$ cat src/rtl/tcm_arb_pkg.sv
// Shared types for the TCM port arbiter: arbitration state, read-return
// owner tag, requester payload bundle and the write-mask helper.
package tcm_arb_pkg;

    // Widest port the payload bundle carries; the top narrows to its own widths.
    localparam int TCM_ADDR_W = 12;
    localparam int TCM_DATA_W = 32;
    localparam int TCM_BE_W   = TCM_DATA_W / 8;

    typedef enum logic [0:0] {
        PRIO_LSU = 1'b0,
        PRIO_LDR = 1'b1
    } arb_state_t;

    typedef enum logic [1:0] {
        OWN_NONE = 2'b00,
        OWN_LSU  = 2'b01,
        OWN_LDR  = 2'b10
    } rd_owner_t;

    typedef struct packed {
        logic                  we;
        logic [TCM_ADDR_W-1:0] addr;
        logic [TCM_DATA_W-1:0] wdata;
        logic [TCM_BE_W-1:0]   be;
    } tcm_req_t;

    // Byte write enables seen by the memory: the byte enables on a write,
    // all zero on a read so a stray be never corrupts memory.
    function automatic logic [TCM_BE_W-1:0] write_mask(input tcm_req_t req);
        logic [TCM_BE_W-1:0] mask;
        if (req.we) begin
            mask = req.be;
        end else begin
            mask = {TCM_BE_W{1'b0}};
        end
        return mask;
    endfunction

endpackage

$ cat src/rtl/tcm_arb_starve_counter.sv
// Saturating loader-starvation counter. Counts consecutive denied loader
// cycles, clears on demand, and flags when the next count hits the limit so
// the arbiter can flip priority in time for the following cycle.
module tcm_arb_starve_counter #(
    parameter int LIMIT = 8
) (
    input  logic clk_i,
    input  logic rst_i,
    input  logic clr_i,
    input  logic inc_i,
    output logic limit_o
);
    import tcm_arb_pkg::*;

    localparam int                CNT_W   = $clog2(LIMIT + 1);
    localparam logic [CNT_W-1:0]  LIMIT_C = CNT_W'(LIMIT);

    logic [CNT_W-1:0] count_q;
    logic [CNT_W-1:0] count_d;

    // Next count: clear wins, otherwise increment until saturated.
    always_comb begin
        count_d = count_q;
        if (clr_i) begin
            count_d = {CNT_W{1'b0}};
        end else if (inc_i && (count_q != LIMIT_C)) begin
            count_d = count_q + {{(CNT_W-1){1'b0}}, 1'b1};
        end else begin
            count_d = count_q;
        end
    end

    // Limit is judged on the next count so priority changes at the same edge.
    assign limit_o = (count_d == LIMIT_C);

    // Count register.
    always_ff @(posedge clk_i or posedge rst_i) begin
        if (rst_i) begin
            count_q <= {CNT_W{1'b0}};
        end else begin
            count_q <= count_d;
        end
    end

endmodule

$ cat src/rtl/tcm_port_arbiter.sv
// Arbiter for the single TCM read/write port shared by the core load/store
// path and the external program loader. One access per cycle, core has
// priority, the loader is guaranteed progress by a starvation counter, and
// read data returns one cycle after the granted strobe to whoever issued it.
module tcm_port_arbiter
    import tcm_arb_pkg::*;
#(
    parameter int ADDR_W       = 12,
    parameter int DATA_W       = 32,
    parameter int STARVE_LIMIT = 8,
    parameter int BE_W         = DATA_W / 8
) (
    input  logic              clk_i,
    input  logic              rst_i,

    input  logic              lsu_req_i,
    input  logic              lsu_we_i,
    input  logic [ADDR_W-1:0] lsu_addr_i,
    input  logic [DATA_W-1:0] lsu_wdata_i,
    input  logic [BE_W-1:0]   lsu_be_i,
    output logic              lsu_gnt_o,
    output logic              lsu_rvalid_o,
    output logic [DATA_W-1:0] lsu_rdata_o,

    input  logic              ldr_req_i,
    input  logic              ldr_we_i,
    input  logic [ADDR_W-1:0] ldr_addr_i,
    input  logic [DATA_W-1:0] ldr_wdata_i,
    input  logic [BE_W-1:0]   ldr_be_i,
    output logic              ldr_gnt_o,
    output logic              ldr_rvalid_o,
    output logic [DATA_W-1:0] ldr_rdata_o,

    output logic              mem_en_o,
    output logic [BE_W-1:0]   mem_we_o,
    output logic [ADDR_W-1:0] mem_addr_o,
    output logic [DATA_W-1:0] mem_wdata_o,
    input  logic [DATA_W-1:0] mem_rdata_i
);

    arb_state_t state_q;
    rd_owner_t  rd_owner_q;

    logic       lsu_gnt_s;
    logic       ldr_gnt_s;
    logic       starve_inc_s;
    logic       starve_clr_s;
    logic       reach_limit_s;

    tcm_req_t   lsu_pl_s;
    tcm_req_t   ldr_pl_s;
    tcm_req_t   sel_pl_s;

    // Bundle each requester's payload into the common request shape.
    always_comb begin
        lsu_pl_s.we    = lsu_we_i;
        lsu_pl_s.addr  = TCM_ADDR_W'(lsu_addr_i);
        lsu_pl_s.wdata = TCM_DATA_W'(lsu_wdata_i);
        lsu_pl_s.be    = TCM_BE_W'(lsu_be_i);
        ldr_pl_s.we    = ldr_we_i;
        ldr_pl_s.addr  = TCM_ADDR_W'(ldr_addr_i);
        ldr_pl_s.wdata = TCM_DATA_W'(ldr_wdata_i);
        ldr_pl_s.be    = TCM_BE_W'(ldr_be_i);
    end

    // Grant decision: the prioritised requester wins, a lone requester is
    // always served, and nothing is granted while reset is asserted.
    always_comb begin
        lsu_gnt_s = 1'b0;
        ldr_gnt_s = 1'b0;
        if (rst_i) begin
            lsu_gnt_s = 1'b0;
            ldr_gnt_s = 1'b0;
        end else begin
            case (state_q)
                PRIO_LSU: begin
                    lsu_gnt_s = lsu_req_i;
                    ldr_gnt_s = ldr_req_i & ~lsu_req_i;
                end
                PRIO_LDR: begin
                    ldr_gnt_s = ldr_req_i;
                    lsu_gnt_s = lsu_req_i & ~ldr_req_i;
                end
                default: begin
                    lsu_gnt_s = 1'b0;
                    ldr_gnt_s = 1'b0;
                end
            endcase
        end
    end

    assign lsu_gnt_o = lsu_gnt_s;
    assign ldr_gnt_o = ldr_gnt_s;

    // A denied loader request counts towards starvation; any grant, an idle
    // loader, or the single loader-priority cycle restarts the count.
    assign starve_inc_s = ldr_req_i & ~ldr_gnt_s;
    assign starve_clr_s = ldr_gnt_s | ~ldr_req_i | (state_q == PRIO_LDR);

    tcm_arb_starve_counter #(
        .LIMIT (STARVE_LIMIT)
    ) u_starve (
        .clk_i   (clk_i),
        .rst_i   (rst_i),
        .clr_i   (starve_clr_s),
        .inc_i   (starve_inc_s),
        .limit_o (reach_limit_s)
    );

    // Memory payload follows whichever requester holds the grant.
    always_comb begin
        if (ldr_gnt_s) begin
            sel_pl_s = ldr_pl_s;
        end else begin
            sel_pl_s = lsu_pl_s;
        end
    end

    assign mem_en_o    = lsu_gnt_s | ldr_gnt_s;
    assign mem_we_o    = mem_en_o ? BE_W'(write_mask(sel_pl_s)) : {BE_W{1'b0}};
    assign mem_addr_o  = ADDR_W'(sel_pl_s.addr);
    assign mem_wdata_o = DATA_W'(sel_pl_s.wdata);

    // Priority FSM and read-return owner tag; loader priority lasts exactly
    // until its transfer completes or it withdraws its request.
    always_ff @(posedge clk_i or posedge rst_i) begin
        if (rst_i) begin
            state_q    <= PRIO_LSU;
            rd_owner_q <= OWN_NONE;
        end else begin
            case (state_q)
                PRIO_LSU: begin
                    if (reach_limit_s) begin
                        state_q <= PRIO_LDR;
                    end else begin
                        state_q <= PRIO_LSU;
                    end
                end
                PRIO_LDR: begin
                    if (ldr_gnt_s || !ldr_req_i) begin
                        state_q <= PRIO_LSU;
                    end else begin
                        state_q <= PRIO_LDR;
                    end
                end
                default: begin
                    state_q <= PRIO_LSU;
                end
            endcase

            if (lsu_gnt_s && !lsu_we_i) begin
                rd_owner_q <= OWN_LSU;
            end else if (ldr_gnt_s && !ldr_we_i) begin
                rd_owner_q <= OWN_LDR;
            end else begin
                rd_owner_q <= OWN_NONE;
            end
        end
    end

    // Return path: the memory's read data goes to the owner of last cycle's
    // read and is held at zero on the other side.
    assign lsu_rvalid_o = (rd_owner_q == OWN_LSU);
    assign ldr_rvalid_o = (rd_owner_q == OWN_LDR);
    assign lsu_rdata_o  = lsu_rvalid_o ? mem_rdata_i : {DATA_W{1'b0}};
    assign ldr_rdata_o  = ldr_rvalid_o ? mem_rdata_i : {DATA_W{1'b0}};

endmodule

$ cat config.mk
export PLATFORM = sky130hd
export DESIGN_NAME = tcm_port_arbiter
export DESIGN_NICKNAME = d
export VERILOG_FILES = /design/src/rtl/tcm_arb_pkg.sv /design/src/rtl/tcm_arb_starve_counter.sv /design/src/rtl/tcm_port_arbiter.sv
export SDC_FILE = /design/constraint.sdc
export NUM_CORES = 1
export LEC_CHECK = 0
export BUFFER_PORTS_ARGS = -buffer_cell sky130_fd_sc_hd__buf_2
export CORE_AREA = 8 8 90 92
export DETAILED_ROUTE_END_ITERATION = 16
export DIE_AREA = 0 0 98 100
export GPL_TIMING_DRIVEN = 0
export HOLD_SLACK_MARGIN = 0.02
export PLACE_DENSITY = 0.69
export SLEW_MARGIN = 10
export SYNTH_ARGS = -nofsm -noshare
export SYNTH_HDL_FRONTEND = slang
export SYNTH_HIERARCHICAL = 1
export SYNTH_SLANG_ARGS = --single-unit
$ cat constraint.sdc
create_clock -name clk_i -period 2.3 [get_ports clk_i]
set_input_delay 0.23 -clock clk_i [delete_from_list [all_inputs] [get_ports clk_i]]
set_output_delay 0.23 -clock clk_i [all_outputs]
set_load 0.05 [all_outputs]
### Word level (Yosys, flattened, before mapping)

Index checks and enable logic that the tools add are counted.

| storage, ports and cells | value |
|---|---|
| flip-flop bits (word level) | 7 |
| memories kept | 0 |
| bits in latches | 0 |
| bits in writable memories | 0 |
| bits in read-only memories | 0 |
| logic and storage cells | 41 |
| output and inout bits | 117 |
| input port bits | 134 |

| operators by class | value |
|---|---|
| bitwise logic cells | 10 |
| add/sub/neg operators | 1 |
| divide/modulo/power cells | 0 |
| $lt $le $gt $ge | 0 |
| eq/ne operators | 4 |
| muxes and demuxes | 16 |
| multipliers | 0 |
| shift-type cells | 0 |
| reductions and logical operators | 7 |

Operator list:

| kind | number |
|---|---|
| 32-bit two-way mux | 2 |
| 49-bit two-way mux | 1 |
| 4-bit two-way mux | 4 |
| 1-bit one-hot mux with 2 select lines | 3 |
| 4-bit by 1-bit adder with 4-bit output, second input constant | 1 |
| 4-bit == test, second input constant | 1 |
| 1-bit two-way mux | 4 |
| 2-bit two-way mux | 2 |
| 4-bit != test, second input constant | 1 |
| 1-bit inverter | 4 |
| 1-bit AND | 3 |
| 1-bit logical AND | 3 |
| 1-bit logical NOT | 3 |
| 1-bit OR | 3 |
| 2-bit by 1-bit == test with 1-bit output, second input constant | 1 |
| 2-bit == test, second input constant | 1 |
| 1-bit logical OR | 1 |

### Longest topological paths before layout

Gate-level depths: netlist of run 1.

| depth | value |
|---|---|
| depth after elaboration | 12 |
| depth in mapped cells | 10 |
| depth with buffers taken out | 8 |

### By module

The synthesis of run 1 kept the hierarchy.

By module, submodules not included:

| module | times used | area an instance (um^2) | sequential area each (um^2) | cells an instance |
|---|---|---|---|---|
| tcm_port_arbiter | 1 | 1,303.8 | 75.1 | 158 |
| tcm_arb_starve_counter | 1 | 284.0 | 100.1 | 30 |

### Worst setup path before layout of run 1

Ideal clock, no wire load.

| path | value |
|---|---|
| path type | input to output |
| start | input rst_i |
| end | output mem_we_o[0] |
| data required time | 2.070 ns |
| buffers on the path | 1 |
| stages on the path | 4 |
| path slack | 0.129 ns |
| arrival | 1.941 ns |
| path through | clkbuf_1 > or2b_1 > o21ai_0 > a211oi_1 |

| between the ends | value |
|---|---|
| word-level cells in the longest chain between the ends | 4 |
| elaborated cells on any way between the ends | 6 |
| classes of those cells | mux (5); bitwise (1) |

Ends and longest elaborated chain:

| element | line | RTL |
|---|---|---|
| start, declared | tcm_port_arbiter.sv:14 | `input logic rst_i,` |
| 1-bit two-way mux | tcm_port_arbiter.sv:71 | `if (rst_i) begin` |
| 49-bit two-way mux | tcm_port_arbiter.sv:112 | `if (ldr_gnt_s) begin` |
| 4-bit two-way mux | tcm_arb_pkg.sv:32 | `if (req.we) begin` |
| 4-bit two-way mux (*) | tcm_port_arbiter.sv:120 | `assign mem_we_o = mem_en_o ? BE_W'(write_mask(sel_pl_s)) : {BE_W{1'b0}};` |
| end, declared | tcm_port_arbiter.sv:35 | `output logic [BE_W-1:0] mem_we_o,` |

Every way passes the cells marked *; elsewhere a longest branch is shown, timed or not.

### Final worst setup path of run 1

| path | value |
|---|---|
| start | register state_q |
| end | register state_q |

| between the ends | value |
|---|---|
| word-level cells in the longest chain between the ends | 11 |
| elaborated cells on any way between the ends | 15 |
| classes of those cells | eq/ne (1); mux (7); bitwise (5); reduce/logical (2) |

Ends and longest elaborated chain:

| element | line | RTL |
|---|---|---|
| start, declared | tcm_port_arbiter.sv:41 | `arb_state_t state_q;` |
| start signal, assigned | tcm_port_arbiter.sv:128 | `state_q <= PRIO_LSU;` |
| start signal, assigned | tcm_port_arbiter.sv:134 | `state_q <= PRIO_LDR;` |
| start signal, assigned | tcm_port_arbiter.sv:136 | `state_q <= PRIO_LSU;` |
| 1-bit inverter | - |  |
| 1-bit one-hot mux with 2 select lines (*) | tcm_port_arbiter.sv:75 | `case (state_q)` |
| 1-bit two-way mux (*) | tcm_port_arbiter.sv:71 |  |
| 1-bit inverter (*) | tcm_port_arbiter.sv:97 | `assign starve_inc_s = ldr_req_i & ~ldr_gnt_s;` |
| 1-bit AND (*) | tcm_port_arbiter.sv:97 |  |
| net starve_inc_s | tcm_port_arbiter.sv:46 | `logic starve_inc_s;` |
| 1-bit logical AND (*) | tcm_arb_starve_counter.sv:26 | `end else if (inc_i && (count_q != LIMIT_C)) begin` |
| 4-bit two-way mux (*) | tcm_arb_starve_counter.sv:26 |  |
| 4-bit two-way mux (*) | tcm_arb_starve_counter.sv:24 | `if (clr_i) begin` |
| 4-bit == test (*) | tcm_arb_starve_counter.sv:34 | `assign limit_o = (count_d == LIMIT_C);` |
| net reach_limit_s | tcm_port_arbiter.sv:48 | `logic reach_limit_s;` |
| 1-bit two-way mux (*) | tcm_port_arbiter.sv:133 | `if (reach_limit_s) begin` |
| 1-bit one-hot mux with 2 select lines (*) | tcm_port_arbiter.sv:131 | `case (state_q)` |

The timed path passes the listed nets; every way through them passes the cells marked *.

==> results of run 1 <==
## synth_stat cells (4+ instances only)
| cell | n |
|---|---|
| clkbuf_1 | 7 |
| and2_1 | 66 |
| nand3_1 | 7 |
| dfrtp_1 | 7 |
| o21ai_0 | 7 |
| a211oi_1 | 5 |
| inv_1 | 7 |
| nor2b_1 | 4 |
| mux2_2 | 28 |
| mux2_4 | 17 |
| nor2_1 | 6 |
## layout make-up
cell class / instances / area, µm²
Fill cell: 641 / 3650
Multi-Input combinational cell: 162 / 1310
Timing Repair Buffer: 251 / 1260
Sequential cell: 7 / 175
Tap cell: 80 / 100
Buffer: 12 / 73.8
Clock buffer: 4 / 45.0
Inverter: 7 / 26.3
## worst max-delay path: stages, from the launching register on
cell	delay, ps
dfrtp_1	420
nand2b_2	250
nand2_2	100
buf_6	150
buf_6	170
and2_2	230
inv_1	100
nor4_2	280
o211a_1	190
inv_1	40
o21ai_0	140
## power breakdown
| group | switching (W) | total (W) | internal [W] |
|---|---|---|---|
| Sequential | 0.00000420 | 0.000131 | 0.000127 |
| Clock | 0.0000532 | 0.000173 | 0.000120 |
| Combinational | 0.000456 | 0.000686 | 0.000231 |
## kinds of logic after synthesis
| logic type | Yosys count | synth area share |
|---|---|---|
| flip-flops | 7 | 0.110 |
| AND/OR/NAND/NOR | 97 | 0.380 |
| multiplexers | 45 | 0.359 |
| buffers and inverters | 19 | 0.0630 |
| AO/OA/AOI/OAI | 18 | 0.0717 |
| adder cells (fa/ha/maj) | 2 | 0.0158 |
## state kept, by name (all words and copies together), names as in the netlist
signal            flops
rd_owner_q            2
state_q               1
u_starve/count_q      4
## through the flow
stage | power [W] | std cells | utilization
detailed placement | 0.000821 | 518 | 0.442
floorplan | 0.000597 | 188 | -
global placement | 0.000813 | 518 | 0.442
global route | 0.00104 | 523 | 0.451
finish | 0.000991 | 523 | 0.451
CTS | 0.000999 | 523 | 0.451
## layer usage
layer | track usage | vias to the layer above
met5 | 0 | -
met4 | 0.0324 | 0
met3 | 0.0685 | 2
met2 | 0.310 | 179
met1 | 0.165 | 1022
li1 | - | 1144
## what timing repair did
| item | 4_1_cts | 5_1_grt |
|---|---|---|
| hold buffers | 1 | 0 |
| setup endpoints to repair | 0 | 1 |
| resized for setup | 0 | 1 |
| hold endpoints to repair | 4 | 0 |
## path summary, 6_finish.rpt
check                                                      to  slack, ps
worst min register to register              state_q$_DFF_PP0_        570
worst max-delay path                        state_q$_DFF_PP0_        160
min in group clk_i                    rd_owner_q[1]$_DFF_PP0_        170
worst max register to register              state_q$_DFF_PP0_        160
worst min-delay path                        state_q$_DFF_PP0_        140
max in group asynchronous       u_starve/count_q[3]$_DFF_PP0_       1690
==> results.md, run 1 <==
* Status: finished, final reports clean
* Port Buffers at 250
* CP startpoint: state_q$_DFF_PP0_
* Drt drc at 0
* Worst-margin pin slew at 382 ps
* Number of diodes at 0
* Starting Density at 0.239
* Fin Hold WS at 139 ps
* Synthesized area per cell at 8.45 µm²
* Fmax at 467 MHz
* Die W at 98 µm
* Core footprint at 6640 µm²
* Largest cells by area after synthesis: and2_1 26%, mux2_2 20%, mux2_4 16%
* EDFF count, synth at 0
* Via count at 2,347
* Asr flop ratio synth at 1.00
* Data required time of the worst path at 2440 ps
* CTS sink count at 7
* Endpoints failing setup at 0
* Share of cells above drive strength 1 at 0.700
* Startpoint Class: flop
* Yosys top cell by area: and2_1
* Initial DRT Pass Iterations at 4
* Critical Path Fanout Max at 10
* CTS tree: built
* Via count of the first global-routing pass at 2,429
* Clock Latency Late Sink at 220 ps
* Leakage at 1.88 nW
* First-pass GRT wire length at 13.0 mm
* PwrDens at 331 nW/µm²
* Met1 WL at 3.16 mm
* Worst-path clk slew at 40 ps
* Setup slack after layout at 161 ps
* Vias per cell at 4.49
* Max_cap viols at 0
* CTS buffer count at 3
* Routed Antenna Nets at 0
* CP Capture Type: flop
* Met3 Wirelength at 1.21 mm
* FF-to-FF Start: state_q$_DFF_PP0_
* Most common cell after layout, fill and taps aside: buf_2
* Relative slew slack at 0.745
* GR Overflow Total at 0
* Pre-CTS setup slack at 94.4 ps
* GPL Wtd Cong at 0.848
* Initial antenna violation count at 0
* IO Count at 251
* Highest metal used: met4
* H-tree levels at 1
* Syn nets at 324
* Final Instance Area at 3000 µm²
* Final hold viol count at 0
* Drt wl/cell at 17.2 µm
* Clk buf depth at 2
* Most frequent cells in the layout: 252 x buf_2, 65 x and2_1, 28 x mux2_2
* Final Skew at 0.843 ps
* Period utilization at 0.930
* Critical path type: reg -> reg
* Largest net degree at the start of global routing at 11
* Nets at 580
* Mapped Area at 1590 µm²
* Clock Root Buffer: clkbuf_8
* Syn-to-layout area delta at 88.7%
* Primary FF master, synth: dfrtp_1
* Placed cell areas at 2940 µm²
* Post-CTS setup buffer count at 0
* Die area at 9800 µm²
* Syn. warnings at 6
* Top cell type's share of synthesized area at 0.260
* RSZ-0062 raised after global routing: no
* GRT Overall Usage at 0.164
* Number of core rows at 30
* VDD IR max at 0.201 mV
* Syn Inst Count at 188
* Pins Over Slew Limit at 0
* DP HPWL at 8.34 mm
* Data arrival, critical path at 2280 ps
* Final TNS setup at 0 ps
* Sequential fraction of the synthesis area at 0.110
* Worst r2r path cells at 10
* Post-synthesis cell type count at 30
* Final WL at 8.99 mm
* First DRT Iteration DRCs at 49
* Worst Hold Class: in -> async
* Yosys reg bits at 7
* Die Height at 100 µm
* Fin crit period at 2140 ps
* WL met2 at 4.58 mm
Note: power is estimated with default switching activity, not from simulation.
==> inputs of run 2 (changes only) <==
- ABC_AREA: unset -> 1
- CAP_MARGIN: unset -> 20
- CORE_AREA: 8 8 90 92 -> 8 8 92 94
- DIE_AREA: 0 0 98 100 -> 0 0 100 102
- PLACE_DENSITY: 0.69 -> 0.66
==> results.md, run 2 <==
* Synthesized area per cell at 4.63 µm²
* Number of diodes at 0
* Pins Over Slew Limit at 0
* Vias per cell at 4.07
* GRT Overall Usage at 0.157
* Mapped Area at 1560 µm²
* Drt wl/cell at 13.1 µm
* CTS buffer count at 3
* First DRT Iteration DRCs at 68
* Asr flop ratio synth at 1.00
* Met1 WL at 3.17 mm
* Most common cell in the netlist: nand2_1
* Data arrival, critical path at 1870 ps
* Worst r2r path cells at 12
* Clk buf depth at 2
* Relative slew slack at 0.688
* RR Endpoint: state_q$_DFF_PP0_
* Placed Instances at 685
* Syn-to-layout area delta at 92.3%
* Post-CTS setup buffer count at 0
* WL met2 at 4.63 mm
* FF-to-FF Start: state_q$_DFF_PP0_
* VDD IR max at 0.153 mV
* First-pass GRT wire length at 13.2 mm
* Starting Density at 0.220
* Primary FF master, synth: dfrtp_1
* Final WL at 9.02 mm
* Port Buffers at 250
* Via count of the first global-routing pass at 2,851
* Leakage at 2.24 nW
* Top cell type's share of synthesized area at 0.379
* Critical path type: in -> out
* Yosys reg bits at 7
* Die W at 100 µm
* Endpoints failing setup at 0
* Initial DRT Pass Iterations at 4
* Data required time of the worst path at 2070 ps
* Placed cell areas at 2930 µm²
* Nets at 728
* Fin crit period at 2100 ps
* Met3 Wirelength at 1.09 mm
* Max_cap viols at 0
* Yosys top cell by area: nand2_1
* Number of core rows at 31
* Multi-input gate area at 1070 µm²
* Worst hold endpoint: rd_owner_q[0]$_DFF_PP0_
* Critical Path Fanout Max at 10
* Non-Filler Instances at 690
* GR Overflow Total at 0
* Core footprint at 7060 µm²
* Reg area at 175 µm²
* RSZ-0062 raised after global routing: no
* Regs by FF count: u_starve/count_q x4, rd_owner_q x2, state_q x1
* Status: finished, final reports clean
* Initial antenna violation count at 0
* Die area at 10,200 µm²
* Max reg flops at 4
* Fillers at 792
* Sequential fraction of the synthesis area at 0.113
* Worst-margin pin slew at 468 ps
* WHS Path Cells at 2
* Final Instance Area at 2990 µm²
* Clock Root Buffer: clkbuf_8
* Startpoint Class: input port
* Die Height at 102 µm
* GPL Wtd Cong at 0.816
* CP Capture Type: primary output
* IO Count at 251
* Period utilization at 0.913
* Routed Antenna Nets at 0
* H-tree levels at 1
* Final Skew at 0.782 ps
* Most common cell after layout, fill and taps aside: buf_2
* Syn nets at 472
* Syn. warnings at 6
* Drt drc at 0
* Final TNS setup at 0 ps
* CP startpoint: rst_i
* Syn Inst Count at 336
* Min-delay src: lsu_we_i
* Fmax at 476 MHz
* Via count at 2,809
* Commonest cells in the synthesized netlist: 157 x nand2_1, 72 x nor2_1, 53 x inv_1
* Largest cells by area after synthesis: nand2_1 38%, nor2_1 17%, inv_1 13%
* Largest net degree at the start of global routing at 11
* Reg-to-reg setup timing slack at 490 ps
* Final hold viol count at 0
* DP HPWL at 8.25 mm
* Worst Hold Class: in -> reg
* CTS sink count at 7
* Worst-path clk slew at 40 ps
* PwrDens at 342 nW/µm²
* CTS tree: built
* Share of cells above drive strength 1 at 0.470
* EDFF count, synth at 0
* Highest metal used: met4
* Post-synthesis cell type count at 23
* Most frequent cells in the layout: 253 x buf_2, 157 x nand2_1, 70 x nor2_1
* Clock Latency Late Sink at 230 ps
* Most flops, register: u_starve/count_q
==> run 2: worst max-delay path, cell delays in order <==
cell and delay (ps):
dlygate4sd3_1 530, buf_2 160, nor2_8 150, nand2_4 90
buf_6 150, nand2_2 60, nand3_2 90, nor2_1 120
buf_2 280
==> run 2: routing by layer <==
layer / global-route usage / up-vias
li1: - / 1469
met1: 0.145 / 1166
met2: 0.309 / 163
met3: 0.0654 / 11
met4: 0.0430 / 0
met5: 0 / -
==> run 2: repair_timing <==
action | in CTS | in global routing
endpoints found under the setup margin | 0 | 1
gates resized for setup | 0 | 1
endpoints found under the hold margin | 7 | 0
hold buffers | 1 | 0
==> run 2: cell families (layout without fill, tap and decap cells) <==
| group | count (synthesis) | in the layout | synth area share |
|---|---|---|---|
| buf+inv | 73 | 328 | 0.200 |
| compound gates | 3 | 3 | 0.0113 |
| flops | 7 | 7 | 0.113 |
| fa+ha+maj | 2 | 2 | 0.0161 |
| simple gates | 251 | 251 | 0.661 |
==> run 2: metrics by stage <==
step	power (W)	hold slack (ps)	utilization	setup WS, ps
floorplan	0.000610	-3.92	-	175
global placement	0.000844	179	0.415	385
detailed placement	0.000849	183	0.415	329
CTS	0.00104	154	0.423	165
global route	0.00109	152	0.424	71.2
finish	0.00102	160	0.424	200
==> run 2: how the worst max path moves through the flow <==
| stage | cells after the start | to |
|---|---|---|
| 3_5_place_dp | 12 | state_q$_DFF_PP0_ |
| 3_3_place_gp | 12 | state_q$_DFF_PP0_ |
| 4_1_cts | 9 | mem_we_o[0] |
| 5_1_grt | 9 | mem_wdata_o[6] |
| 6_report | 9 | mem_we_o[0] |
| 2_1_floorplan | 4 | ldr_rdata_o[10] |
==> run 2: where the power goes <==
part,switching [W],internal (W),leakage (nW)
Clock,0.0000581,0.000120,0.0228
Sequential,0.00000539,0.000128,0.0954
Combinational,0.000510,0.000201,2.12
Total,0.000574,0.000449,2.24
==> run 2: area by class of cell <==
type,count,area share
buffer,15,0.0301
clock buffer,4,0.0151
inverter,58,0.0736
multi-input combinational,256,0.359
sequential,7,0.0586
tap,99,0.0414
timing repair buffer,251,0.422
==> inputs of run 3 (changes only) <==
- PLACE_DENSITY: 0.66 -> unset
- PLACE_DENSITY_LB_ADDON: unset -> 0.05
- REMOVE_ABC_BUFFERS: unset -> 1
==> results.md, run 3 (synthesis results as in run 2) <==
* Status: finished, final reports clean
* PwrDens at 343 nW/µm²
* Reg-to-reg setup timing slack at 290 ps
* CP max stage delay at 330 ps
* Worst r2r path cells at 12
* CTS buffer count at 3
* Clock Root Buffer: clkbuf_8
* Worst Hold Class: in -> reg
* First DRT Iteration DRCs at 80
* Min-delay src: lsu_we_i
* Max_cap viols at 0
* Die area at 10,200 µm²
* Data required time of the worst path at 2070 ps
* Final hold viol count at 0
* RSZ-0062 raised after global routing: no
* DP HPWL at 8.17 mm
* Instance count on the critical path at 7
* Worst-path clk slew at 40 ps
* Setup slack after layout at 229 ps
* Non-Filler Instances at 677
* Routed Antenna Nets at 0
* CP max-delay cell: dfrtp_1
* Final WL at 9.66 mm
* Fin crit period at 2070 ps
* Sw Share at 0.560
* H-tree levels at 1
* Max reg flops at 4
* Post-CTS setup buffer count at 0
* Largest net degree at the start of global routing at 51
* Data arrival, critical path at 1840 ps
* Initial antenna violation count at 1
* Leakage at 2.21 nW
* Final Skew at 3.75 ps
* Syn-to-layout area delta at 89.1%
* Clock Latency Late Sink at 220 ps
* Core footprint at 7060 µm²
* IO Count at 251
* Drt drc at 0
* Starting Density at 0.220
* Period utilization at 0.900
* Gate power share at 0.702
* Pre-CTS setup slack at -299 ps
* GPL Wtd Cong at 0.810
* Drt wl/cell at 14.3 µm
* Fmax at 483 MHz
* Power share of the sequential group at 0.132
* Most frequent cells in the layout: 250 x buf_2, 157 x nand2_1, 71 x nor2_1
* RR Endpoint: state_q$_DFF_PP0_
* Clk buf depth at 2
* WHS Path Cells at 2
* Endpoints failing setup at 0
* CP Capture Type: primary output
* Regs by FF count: u_starve/count_q x4, rd_owner_q x2, state_q x1
* CP Buf/Inv Count at 3
* Critical Path Fanout Max at 46
* CTS sink count at 7
* Via count at 2,671
* Die Height at 102 µm
* Worst-margin pin slew at 912 ps
* Die W at 100 µm
* Nets at 715
* Port Buffers at 250
* GRT Overall Usage at 0.164
* Worst-path cell chain: inv_1, nand2_2, nand2_8, inv_6, nand2_1, nand2_1, buf_2
* Most frequent CP cell: nand2_1
* Most common cell after layout, fill and taps aside: buf_2
* Startpoint Class: flop
* Number of diodes at 0
* Vias per cell at 3.95
* Via count of the first global-routing pass at 2,476
* Relative slew slack at 0.391
* Placed Instances at 670
* Number of core rows at 31
* Clk pwr share at 0.166
* GR Overflow Total at 0
* Share of cells above drive strength 1 at 0.467
* Initial DRT Pass Iterations at 5
* VDD IR max at 0.401 mV
* Internal at 0.000443 W
* FF-to-FF Start: state_q$_DFF_PP0_
* Most flops, register: u_starve/count_q
* Critical path type: reg -> out
* Worst hold endpoint: rd_owner_q[0]$_DFF_PP0_
* Sw power at 0.000565 W
* First-pass GRT wire length at 13.6 mm
* Top delay family on crit path: buffers and inverters
* Pins Over Slew Limit at 0
* CTS tree: built
[run 3: per-layer routing]
layer / GRT usage / wire length, µm
met4: 0.0256 / 111
met3: 0.0497 / 851
met1: 0.168 / 3470
met2: 0.323 / 5220
met5: 0 / 13
[run 3: stage by stage]
stage	setup TNS, ps	power [W]	instance area [µm²]	utilization	hold WS, ps
after floorplan	-11430	0.000600	1470	-	-3.92
after global placement	-438	0.000836	2840	0.402	190
after detailed placement	-368	0.000836	2840	0.402	187
after CTS	0	0.00101	2910	0.412	173
after global routing	0	0.00107	2940	0.417	178
final	0	0.00101	2940	0.417	176
[run 3: worst max path at each step]
stage / from / endpoint / slack, ps
2_1_floorplan: rd_owner_q[0]$_DFF_PP0_ / ldr_rdata_o[0] / -360
5_1_grt: state_q$_DFF_PP0_ / mem_wdata_o[9] / 60
4_1_cts: state_q$_DFF_PP0_ / state_q$_DFF_PP0_ / 40
3_5_place_dp: state_q$_DFF_PP0_ / state_q$_DFF_PP0_ / -300
3_3_place_gp: state_q$_DFF_PP0_ / state_q$_DFF_PP0_ / -320
6_report: state_q$_DFF_PP0_ / mem_wdata_o[6] / 230
[run 3: cell type report]
cell class	count	area, µm²
inverter	58	223
timing repair buffer	252	1280
multi-input combinational	257	1100
tap	99	124
sequential	7	175
fill	825	4120
clock buffer	4	45.0
[run 3: what timing repair did]
| action | CTS | global route |
|---|---|---|
| endpoints found under the hold margin | 7 | 0 |
| hold buffers | 1 | 0 |
| gates cloned | 0 | 1 |
| gates resized for setup | 2 | 2 |
| pin swaps | 0 | 1 |
| setup endpoints to repair | 5 | 24 |
[run 3: power by group through the flow]
stage | Sequential, W | Combinational, W | Clock, W
CTS | 0.000133 | 0.000707 | 0.000174
global route | 0.000133 | 0.000761 | 0.000179
finish | 0.000133 | 0.000708 | 0.000167
detailed placement | 0.000135 | 0.000701 | 0
global placement | 0.000135 | 0.000701 | 0
floorplan | 0.000133 | 0.000467 | 0
[run 3: worst reg2reg max path: cells and delay by family, from the launching register on]
family / cells / cell delay [ps]
simple gates: 8 / 1030
buf+inv: 3 / 410
flops: 1 / 360
compound gates: 1 / 70
